<file path="config.mk">
export PLATFORM = sky130hd
export DESIGN_NAME = jtag_readback_chain2_flat
export DESIGN_NICKNAME = d
export VERILOG_FILES = /design/src/rtl/jtag_chain_pkg.sv /design/src/rtl/jtag_readback_chain2_if.sv /design/src/rtl/jtag_readback_chain2_sync_fifo.sv /design/src/rtl/jtag_readback_chain2.sv /design/src/flat_wrapper.sv
export SDC_FILE = /design/constraint.sdc
export NUM_CORES = 1
export LEC_CHECK = 0
export CORE_MARGIN = 2
export CORE_UTILIZATION = 35
export CTS_CLUSTER_DIAMETER = 60
export DETAILED_ROUTE_END_ITERATION = 8
export PLACE_DENSITY = 0.61
export SYNTH_ARGS = -nofsm -noshare
export SYNTH_HDL_FRONTEND = slang
export SYNTH_SLANG_ARGS = --single-unit
</file>
<file path="constraint.sdc">
create_clock -name JTCK -period 2.3 [get_ports JTCK]
set_input_delay 0.345 -clock JTCK [delete_from_list [all_inputs] [get_ports JTCK]]
set_output_delay 0.345 -clock JTCK [all_outputs]
set_load 0.02 [all_outputs]
</file>
<file path="src/rtl/jtag_chain_pkg.sv">
// Shared definitions for the JTAG user data register chains (ER1/ER2).
package jtag_chain_pkg;

  // Default payload width of one fabric word on the readback chain
  localparam int DEFAULT_DATA_W = 30;

  // Frame field offsets, LSB is shifted out first
  localparam int VALID_BIT = 0;
  localparam int CNT_LSB   = 1;

  // Head word sits directly above the occupancy field
  function automatic int data_lsb(input int cnt_w);
    return CNT_LSB + cnt_w;
  endfunction

  localparam int DATA_LSB = data_lsb(3);

  // User data register chain identifiers
  typedef enum logic [1:0] {
    CHAIN_ER1 = 2'd1,
    CHAIN_ER2 = 2'd2
  } chain_id_e;

  localparam chain_id_e ER2_CHAIN_ID = CHAIN_ER2;

endpackage

</file>
<file path="src/rtl/jtag_readback_chain2_if.sv">
// Fabric-side write port of the ER2 readback chain: valid/ready push plus occupancy.
interface jtag_readback_chain2_if #(
  parameter int DATA_W = 30,
  parameter int CNT_W  = 3
);
  logic              wr_valid;
  logic [DATA_W-1:0] wr_data;
  logic              wr_ready;
  logic [CNT_W-1:0]  fill;

  modport master (output wr_valid, output wr_data, input wr_ready, input fill);
  modport slave  (input wr_valid, input wr_data, output wr_ready, output fill);
endinterface

</file>
<file path="src/rtl/jtag_readback_chain2_sync_fifo.sv">
// Small synchronous FIFO: power-of-two depth, wrapping pointers, explicit fill count.
module sync_fifo #(
  parameter int DEPTH  = 4,
  parameter int DATA_W = 30,
  localparam int PTR_W = $clog2(DEPTH),
  localparam int CNT_W = $clog2(DEPTH) + 1
) (
  input  logic              clk,
  input  logic              rst_n,
  input  logic              i_push,
  input  logic [DATA_W-1:0] i_data,
  input  logic              i_pop,
  output logic [DATA_W-1:0] o_head,
  output logic [CNT_W-1:0]  o_fill,
  output logic              o_full,
  output logic              o_empty
);

  logic [DATA_W-1:0] r_mem [DEPTH];
  logic [PTR_W-1:0]  r_wr_ptr;
  logic [PTR_W-1:0]  r_rd_ptr;
  logic [CNT_W-1:0]  r_fill;
  logic              w_push;
  logic              w_pop;

  assign o_full  = (r_fill == CNT_W'(DEPTH));
  assign o_empty = (r_fill == '0);
  assign w_push  = i_push && !o_full;
  assign w_pop   = i_pop && !o_empty;
  assign o_head  = r_mem[r_rd_ptr];
  assign o_fill  = r_fill;

  // Storage write on an accepted push
  // NOTE: the data array carries no reset; only pointers and fill define which entries are live.
  always_ff @(posedge clk) begin
    if (w_push) r_mem[r_wr_ptr] <= i_data;
  end

  // Pointer and occupancy bookkeeping; push+pop together leaves fill unchanged
  // NOTE: sequential state uses non-blocking assignments so every flop samples pre-edge values.
  always_ff @(posedge clk or negedge rst_n) begin
    if (!rst_n) begin
      r_wr_ptr <= '0;
      r_rd_ptr <= '0;
      r_fill   <= '0;
    end else begin
      if (w_push) r_wr_ptr <= r_wr_ptr + 1'b1;
      if (w_pop)  r_rd_ptr <= r_rd_ptr + 1'b1;
      case ({w_push, w_pop})
        2'b10:   r_fill <= r_fill + 1'b1;
        2'b01:   r_fill <= r_fill - 1'b1;
        default: r_fill <= r_fill;
      endcase
    end
  end

endmodule

</file>
<file path="src/rtl/jtag_readback_chain2.sv">
// ER2 user data register: captures the FIFO head plus status, shifts it out on JTD2,
// and pops the word only when a scan that captured valid data reaches Update-DR.
module jtag_readback_chain2
  import jtag_chain_pkg::*;
#(
  parameter int DATA_W = DEFAULT_DATA_W,
  parameter int DEPTH  = 4,
  localparam int CNT_W   = $clog2(DEPTH) + 1,
  localparam int FRAME_W = DATA_W + CNT_W + 1
) (
  input  logic JTCK,
  input  logic JRSTN,
  input  logic JTDI,
  input  logic JSHIFT,
  input  logic JUPDATE,
  input  logic JCE2,
  output logic JTD2,
  jtag_readback_chain2_if.slave wr_if
);

  localparam int FRAME_DATA_LSB = data_lsb(CNT_W);

  logic [FRAME_W-1:0] r_shift;
  logic               r_pend;
  logic [FRAME_W-1:0] w_frame;
  logic [DATA_W-1:0]  w_head;
  logic [CNT_W-1:0]   w_fill;
  logic               w_full;
  logic               w_empty;
  logic               w_capture;
  logic               w_shift;
  logic               w_pop;

  assign w_capture = JCE2 && !JSHIFT;
  assign w_shift   = JCE2 && JSHIFT;
  // JUPDATE is shared with ER1 and other IRs, so only a scan that captured data may pop
  assign w_pop     = JUPDATE && r_pend;

  sync_fifo #(
    .DEPTH  (DEPTH),
    .DATA_W (DATA_W)
  ) u_fifo (
    .clk     (JTCK),
    .rst_n   (JRSTN),
    .i_push  (wr_if.wr_valid),
    .i_data  (wr_if.wr_data),
    .i_pop   (w_pop),
    .o_head  (w_head),
    .o_fill  (w_fill),
    .o_full  (w_full),
    .o_empty (w_empty)
  );

  assign wr_if.wr_ready = !w_full;
  assign wr_if.fill     = w_fill;
  assign JTD2           = r_shift[0];

  // Assemble the capture frame from the FIFO head and status fields
  // NOTE: every combinational output gets a default first so no path can infer a latch.
  always_comb begin
    w_frame                            = '0;
    w_frame[VALID_BIT]                 = 1'b1;
    w_frame[CNT_LSB +: CNT_W]          = w_fill;
    w_frame[FRAME_DATA_LSB +: DATA_W]  = w_head;
  end

  // Capture loads the frame (or zeros when empty); shift moves it toward JTD2
  always_ff @(posedge JTCK or negedge JRSTN) begin
    if (!JRSTN) begin
      r_shift <= '0;
    end else if (w_capture) begin
      r_shift <= w_empty ? '0 : w_frame;
    end else if (w_shift) begin
      r_shift <= {JTDI, r_shift[FRAME_W-1:1]};
    end
  end

  // pend marks a captured-but-not-yet-consumed head; repeated captures keep it set
  always_ff @(posedge JTCK or negedge JRSTN) begin
    if (!JRSTN) begin
      r_pend <= 1'b0;
    end else if (w_capture && !w_empty) begin
      r_pend <= 1'b1;
    end else if (w_pop) begin
      r_pend <= 1'b0;
    end
  end

endmodule

</file>
<file path="src/flat_wrapper.sv">
// flat-port wrapper written by rule: the top's interface ports become plain ports
module jtag_readback_chain2_flat import jtag_chain_pkg::*;
#(
  parameter int DATA_W = DEFAULT_DATA_W,
  parameter int DEPTH  = 4,
  localparam int CNT_W   = $clog2(DEPTH) + 1,
  localparam int FRAME_W = DATA_W + CNT_W + 1
)
  (JTCK, JRSTN, JTDI, JSHIFT, JUPDATE, JCE2, JTD2, wr_if_wr_valid, wr_if_wr_data, wr_if_wr_ready, wr_if_fill);
  jtag_readback_chain2_if #(.DATA_W(DATA_W), .CNT_W((3))) wr_if_i ();
  input  logic JTCK;
  input  logic JRSTN;
  input  logic JTDI;
  input  logic JSHIFT;
  input  logic JUPDATE;
  input  logic JCE2;
  output logic JTD2;
  input wire logic [$bits(wr_if_i.wr_valid)-1:0] wr_if_wr_valid;
  input wire logic [$bits(wr_if_i.wr_data)-1:0] wr_if_wr_data;
  output wire logic [$bits(wr_if_i.wr_ready)-1:0] wr_if_wr_ready;
  output wire logic [$bits(wr_if_i.fill)-1:0] wr_if_fill;
  assign wr_if_i.wr_valid = wr_if_wr_valid;
  assign wr_if_i.wr_data = wr_if_wr_data;
  assign wr_if_wr_ready = wr_if_i.wr_ready;
  assign wr_if_fill = wr_if_i.fill;
  jtag_readback_chain2 #(.DATA_W(DATA_W), .DEPTH(DEPTH)) u_core (.JTCK(JTCK), .JRSTN(JRSTN), .JTDI(JTDI), .JSHIFT(JSHIFT), .JUPDATE(JUPDATE), .JCE2(JCE2), .JTD2(JTD2), .wr_if(wr_if_i));
endmodule
</file>
Word-level counts from Yosys, hierarchy flattened
Memory sizes are Yosys's and may differ from the RTL's. Cells that the tools add are included.

$add $sub $neg: 4. Eq/ne operators: 3. Mux-type cells: 8. Reductions and logical operators: 13.

Operators with widths (number): $mux 34 (3); $logic_and 1x1->1 (6); $pmux 3 s2 (1); $reduce_bool 2->1 (3); $add 2x1->2 const B (2); $mux 1 (4); $add 3x1->3 const B (1); $eq 3x3->1 const B (1); $logic_not 1->1 (3); $logic_not 3->1 (1); $sub 3x1->3 const B (1); $eq 2x1->1 const B (1); $eq 2x2->1 const B (1).

Register bits: 42. Memory bits (writable): 120. Bits of input ports: 37. Output and inout port bits: 5. Word-level logic and storage cells: 34. Memories kept: 1.

Memory list: u_core.u_fifo.r_mem (words 4, width 30, rd ports 1, clocked after Yosys merged registers in 0, wr ports 1, RTL line jtag_readback_chain2_sync_fifo.sv:19) `logic [DATA_W-1:0] r_mem [DEPTH];`.

Depth between registers and ports, before layout
Depth in word-level cells: 5. Mapped depth: 9. Depth with buffers taken out: 9.

By module
From an unflattened synthesis, not the netlist that was laid out.

Cell total of the unflattened synthesis: 388. Area, all modules: 6545.0 um^2.

Modules (own cells, without submodules): sync_fifo (instances 1, cells an instance 194, area an instance 4798.4 um^2, sequential area each 3778.6 um^2); jtag_readback_chain2 (instances 1, cells an instance 194, area an instance 1746.7 um^2, sequential area each 875.8 um^2).

Worst setup path before layout
OpenSTA, ideal clock, no wires.

Path kind: register to register. Start: register u_core.u_fifo.r_fill[0] (netlist: u_core.u_fifo.o_fill[0]). End: register u_core.u_fifo.r_fill[2] (netlist: u_core.u_fifo.o_fill[2]). Setup time: 80 ps. Data arrival time: 2227 ps. Required time: 2220 ps. Setup slack: -7 ps. Stages on the path, launching flop included: 10. Path buffers: 0. Clock period less this slack: 2307 ps. Cells stage by stage: dfrtp_1 > or3b_1 > and2_4 > inv_1 > ha_1 > inv_1 > fa_1 > xor2_1 > nor2_1 > xor2_1.

Cells in the longest elaborated chain, start to end: 5. Elaborated cells on any way between the ends: 12. Classes of those cells: add/sub (2); eq/ne (3); mux (1); reduce/logical (6).

Ends and longest elaborated chain: start: declaration (RTL line jtag_readback_chain2_sync_fifo.sv:22) `logic [CNT_W-1:0] r_fill;`; start signal: assignment (RTL line jtag_readback_chain2_sync_fifo.sv:50) `2'b10: r_fill <= r_fill + 1'b1;`; start signal: assignment (RTL line jtag_readback_chain2_sync_fifo.sv:51) `2'b01: r_fill <= r_fill - 1'b1;`; start signal: assignment (RTL line jtag_readback_chain2_sync_fifo.sv:52) `default: r_fill <= r_fill;`; $eq 3x3->1 * (RTL line jtag_readback_chain2_sync_fifo.sv:26) `assign o_full = (r_fill == CNT_W'(DEPTH));`; $logic_not 1->1 *; net wr_if_wr_ready (RTL line flat_wrapper.sv:20) `output wire logic [$bits(wr_if_i.wr_ready)-1:0] wr_if_wr_ready;`; $logic_and 1x1->1 * (RTL line jtag_readback_chain2_sync_fifo.sv:28) `assign w_push = i_push && !o_full;`; $eq 2x1->1 or $eq 2x2->1 (tied branches) (RTL line jtag_readback_chain2_sync_fifo.sv:49) `case ({w_push, w_pop})`; $pmux 3 s2 or $reduce_bool 2->1 (tied branches).

The timed path passes the listed nets; every way through them passes the cells marked *. A chain may end at the register's enable or synchronous reset.

Worst setup path after layout
Start: register u_core.u_fifo.r_fill[0] (netlist: u_core.u_fifo.o_fill[0]). End: register u_core.u_fifo.r_fill[2] (netlist: u_core.u_fifo.o_fill[2]).

Cells in the longest elaborated chain, start to end: 5. Elaborated cells on any way between the ends: 12. Classes of those cells: add/sub (2); eq/ne (3); mux (1); reduce/logical (6).

Ends and longest elaborated chain (RTL line): $eq 3x3->1 or $logic_not 3->1 (tied branches) (jtag_readback_chain2_sync_fifo.sv:26, jtag_readback_chain2_sync_fifo.sv:27); $logic_not 1->1, on equally long branches (jtag_readback_chain2_sync_fifo.sv:28, jtag_readback_chain2_sync_fifo.sv:29); $logic_and 1x1->1, on equally long branches (jtag_readback_chain2_sync_fifo.sv:28, jtag_readback_chain2_sync_fifo.sv:29); $eq 2x1->1 or $eq 2x2->1 (tied branches) (jtag_readback_chain2_sync_fifo.sv:49); $pmux 3 s2 or $reduce_bool 2->1 (tied branches).

Several ways; a longest one is shown, not always the timed one.

==> results.md <==
- Outcome: complete, no violations
- Die Y-Extent: ~140 um
- Boundary pin count: 42
- Register area share after synthesis: 0.734
- Total congestion overflow: 0
- Max-slew violations: 0
- Setup TNS: 0 ns
- Clock Power Share: 0.321
- Proportion of synthesized area in mux cells: 0.116
- Vias per inst: between 5 and 6
- Largest family of logic cells by synthesized area: multiplexers
- Worst r2r dst: u_core.u_fifo.o_fill[2]
- Most frequent cells in the layout: edfxtp_1 (120), dfrtp_1 (40), clkdlybuf4s50_1 (39)
- LEAKAGE: 2.71 nW
- Busiest grt layer: met2
- Antenna violations before repair: 0
- Fraction of layout cells with a size suffix above 1: 0.207
- Syn nets: approximately 400
- Hpwl dp: 7.13 mm
- CTS tree: done
- Placed Area: 7080 sq um
- Max stage delay cell, worst path: or3b_4
- PortBufs: 41
- GR Util met1: 0.161
- Worst skew pair latency: roughly 0.43 ns
- Met3 usage: 0.0383
- Register bit total from synthesis: between 150 and 200
- Launching point of the worst reg2reg path: u_core.u_fifo.o_fill[0]
- Final instance area: between 7000 and 8000 sq um
- Die Wd: 139 um
- Max Clk Rate: between 0.4 and 0.5 GHz
- Drt wl/cell: between 15 and 20 um
- DRT antenna net count: 0
- Fin. Hold Viols: 0
- Net count, final: between 400 and 500
- Antenna Cells: 0
- Largest net degree at the start of global routing: just under 70
- Worst-case clock buffer depth: 2
- Sw Ratio: 0.271
- Met2 Usage GRT: 0.232
- Net load switching power: approximately 2.6 mW
- Synth cell types: 28
- Adder-cell share of the synthesized area: 0.0130
- Max_slew headroom: 0.527
- Most common cell after layout, fill and taps aside: edfxtp_1
- Num CTS Buffers: 17
- Mapped Cells: roughly 350
- First-pass GRT wire length: around 20 mm
- Vias in the first global route: roughly 3700
- Worst-Margin Slew: around 0.7 ns
- Clock Sinks: between 150 and 200
- Drt total wl: 12.4 mm
- GRT Overall Usage: 0.135
- Part of the cycle the worst path needs: 0.976
- Max-Cap Viols: 0
- Synth Area in Simple Gates: 0.0340
- Die area: around 19000 sq um
- Clock skew: between 0.01 and 0.015 ns
- Final WS setup: around 0.056 ns
- Dpl ws: ~0.11 ns
- Compound-Gate Fraction of Synth Area: 0.0683
- GPL Wtd Cong: between 0.7 and 0.8
- PD cells: approximately 1200 nW/um^2
- CP endpoint kind: flip-flop
- Flop-to-flop setup slack: ~0.056 ns
- Internal power: slightly below 7 mW
- Synthesized area: 6340 sq um
- FF-to-FF path depth: 9
- WP buf/inv: 2
- H-tree Lvls: 4
- Syn-to-layout area delta: 22.7%
- Post-Synth XOR/XNOR Area: 0.00829
- Crit-path cells: or3b_4 > and2_4 > inv_1 > ha_2 > inv_1 > fa_1 > xor2_1 > nor2_1 > xor2_1
- DRC viols: 0
- Final setup fails: 0
- Drt first-iter violations: 230
- Pwr Total: 9.47 mW
- Core region area: around 18000 sq um
- VDD IR max: approximately 0.52 mV
- Row count: a little under 50
- Sequential power share: 0.432
- Min-delay worst type: primary input to async pin
- TritonRoute pass-1 iters: 6
- Via count: approximately 3400
- Crit Path Category: flip-flop to flip-flop
- Final core utilization: 0.436
- Req. time, crit path: around 2.6 ns
- Post-route minimum period: around 2.2 ns
- Maximum fanout along the worst path: 6
- Avg Synthesized Cell Area: 17.9 sq um
- Crit-path max cell delay: 0.43 ns
- CP Launch Type: flip-flop
- Crit path max-delay family: simple AND/OR/NAND/NOR gates
- Synth Warn #: 0
- CTS root buffer: clkbuf_16
- Starting density of the core: 0.355
- Clock transition at path regs: approximately 0.06 ns
- CP arrival: 2.58 ns
- Comb power frac: 0.247
[area by class of cell]
cell class,count,area (sq um)
fill,1506,10100
sequential,162,4660
multi-input combinational,159,1530
timing repair buffer,61,641
clock buffer,20,468
tap,229,287
clock inverter,12,175
inverter,7,26.3
[routing by layer]
layer  share of wire  wire [um]
met1            0.42       5220
met2            0.52       6480
met3           0.039        482
met4           0.019        233
met5               0          0
[sequential cells by signal, indices dropped and copies added (netlist names)]
register / flops
u_core.u_fifo.r_mem: 120
u_core.r_shift: 34
u_core.u_fifo.o_fill: 3
u_core.u_fifo.r_rd_ptr: 2
u_core.u_fifo.r_wr_ptr: 2
u_core.r_pend: 1
[worst max-delay path by stage]
stage                                 start                 endpoint  cells after the start
floorplan           u_core.u_fifo.o_fill[2]  u_core.u_fifo.o_fill[2]                      9
global placement    u_core.u_fifo.o_fill[0]  u_core.u_fifo.o_fill[2]                      9
detailed placement  u_core.u_fifo.o_fill[0]  u_core.u_fifo.o_fill[2]                      9
CTS                 u_core.u_fifo.o_fill[0]  u_core.u_fifo.o_fill[2]                      9
global route        u_core.u_fifo.o_fill[0]  u_core.u_fifo.o_fill[2]                      9
finish              u_core.u_fifo.o_fill[0]  u_core.u_fifo.o_fill[2]                      9
[Yosys cell counts]
library cell	instances	share of area
edfxtp_1	120	0.57
dfrtp_1	42	0.17
nor2_1	34	0.020
a21oi_1	33	0.026
a32oi_1	30	0.041
mux4_2	28	0.10
clkbuf_1	11	0.0065
buf_2	9	0.0071
inv_1	7	0.0041
and3_1	5	0.0049
ha_1	5	0.0099
buf_6	4	0.0071
mux2i_1	4	0.0063
xnor2_1	3	0.0041
xor2_1	3	0.0041
buf_1	2	0.0012
mux4_1	2	0.0083
nand3_1	2	0.0016
and2_4	1	0.0014
fa_1	1	0.0032
mux2_2	1	0.0018
nand2_1	1	0.00059
nand2b_1	1	0.00099
nand4_1	1	0.00099
nor2b_1	1	0.00099
o21ai_0	1	0.00079
or3_1	1	0.00099
or3b_1	1	0.0014
[stage by stage]
| stage | cells | hold slack [ns] |
|---|---|---|
| 6_report | 650 | 0.504 |
| 5_1_grt | 650 | 0.544 |
| 4_1_cts | 645 | 0.512 |
| 3_5_place_dp | 612 | 0.435 |
| 3_3_place_gp | 612 | 0.425 |
| 2_1_floorplan | 354 | 0.0494 |
[worst reg2reg max path: stages, from the launching register on]
cell and delay (ns):
dfrtp_2 0.42, or3b_4 0.43, and2_4 0.19, inv_1 0.07
ha_2 0.19, inv_1 0.06, fa_1 0.37, xor2_1 0.15
nor2_1 0.11, xor2_1 0.17
[power by group through the flow]
stage               logic, mW  clock network [mW]  registers (mW)
floorplan                1.57                   0            4.09
global placement         2.26                   0            4.12
detailed placement       2.31                   0            4.17
CTS                      2.32                3.09            4.11
global route             2.55                3.21            4.16
finish                   2.34                3.04            4.10
[logic make-up (layout without fill, tap and decap cells)]
| family | after synthesis | after routing |
|---|---|---|
| multiplexers | 35 | 35 |
| adder cells (fa/ha/maj) | 6 | 6 |
| AND/OR/NAND/NOR | 48 | 48 |
| XOR/XNOR | 6 | 6 |
| buffers and inverters | 33 | 100 |
| flip-flops | 162 | 162 |
| AO/OA/AOI/OAI | 64 | 64 |
[repair_timing]
action	4_1_cts	5_1_grt
setup endpoints to repair	0	1
resized for setup	0	2
setup buffers	0	5
hold endpoints to repair	27	0
hold buffers	1	0
Note: power is estimated with default switching activity, not from simulation.
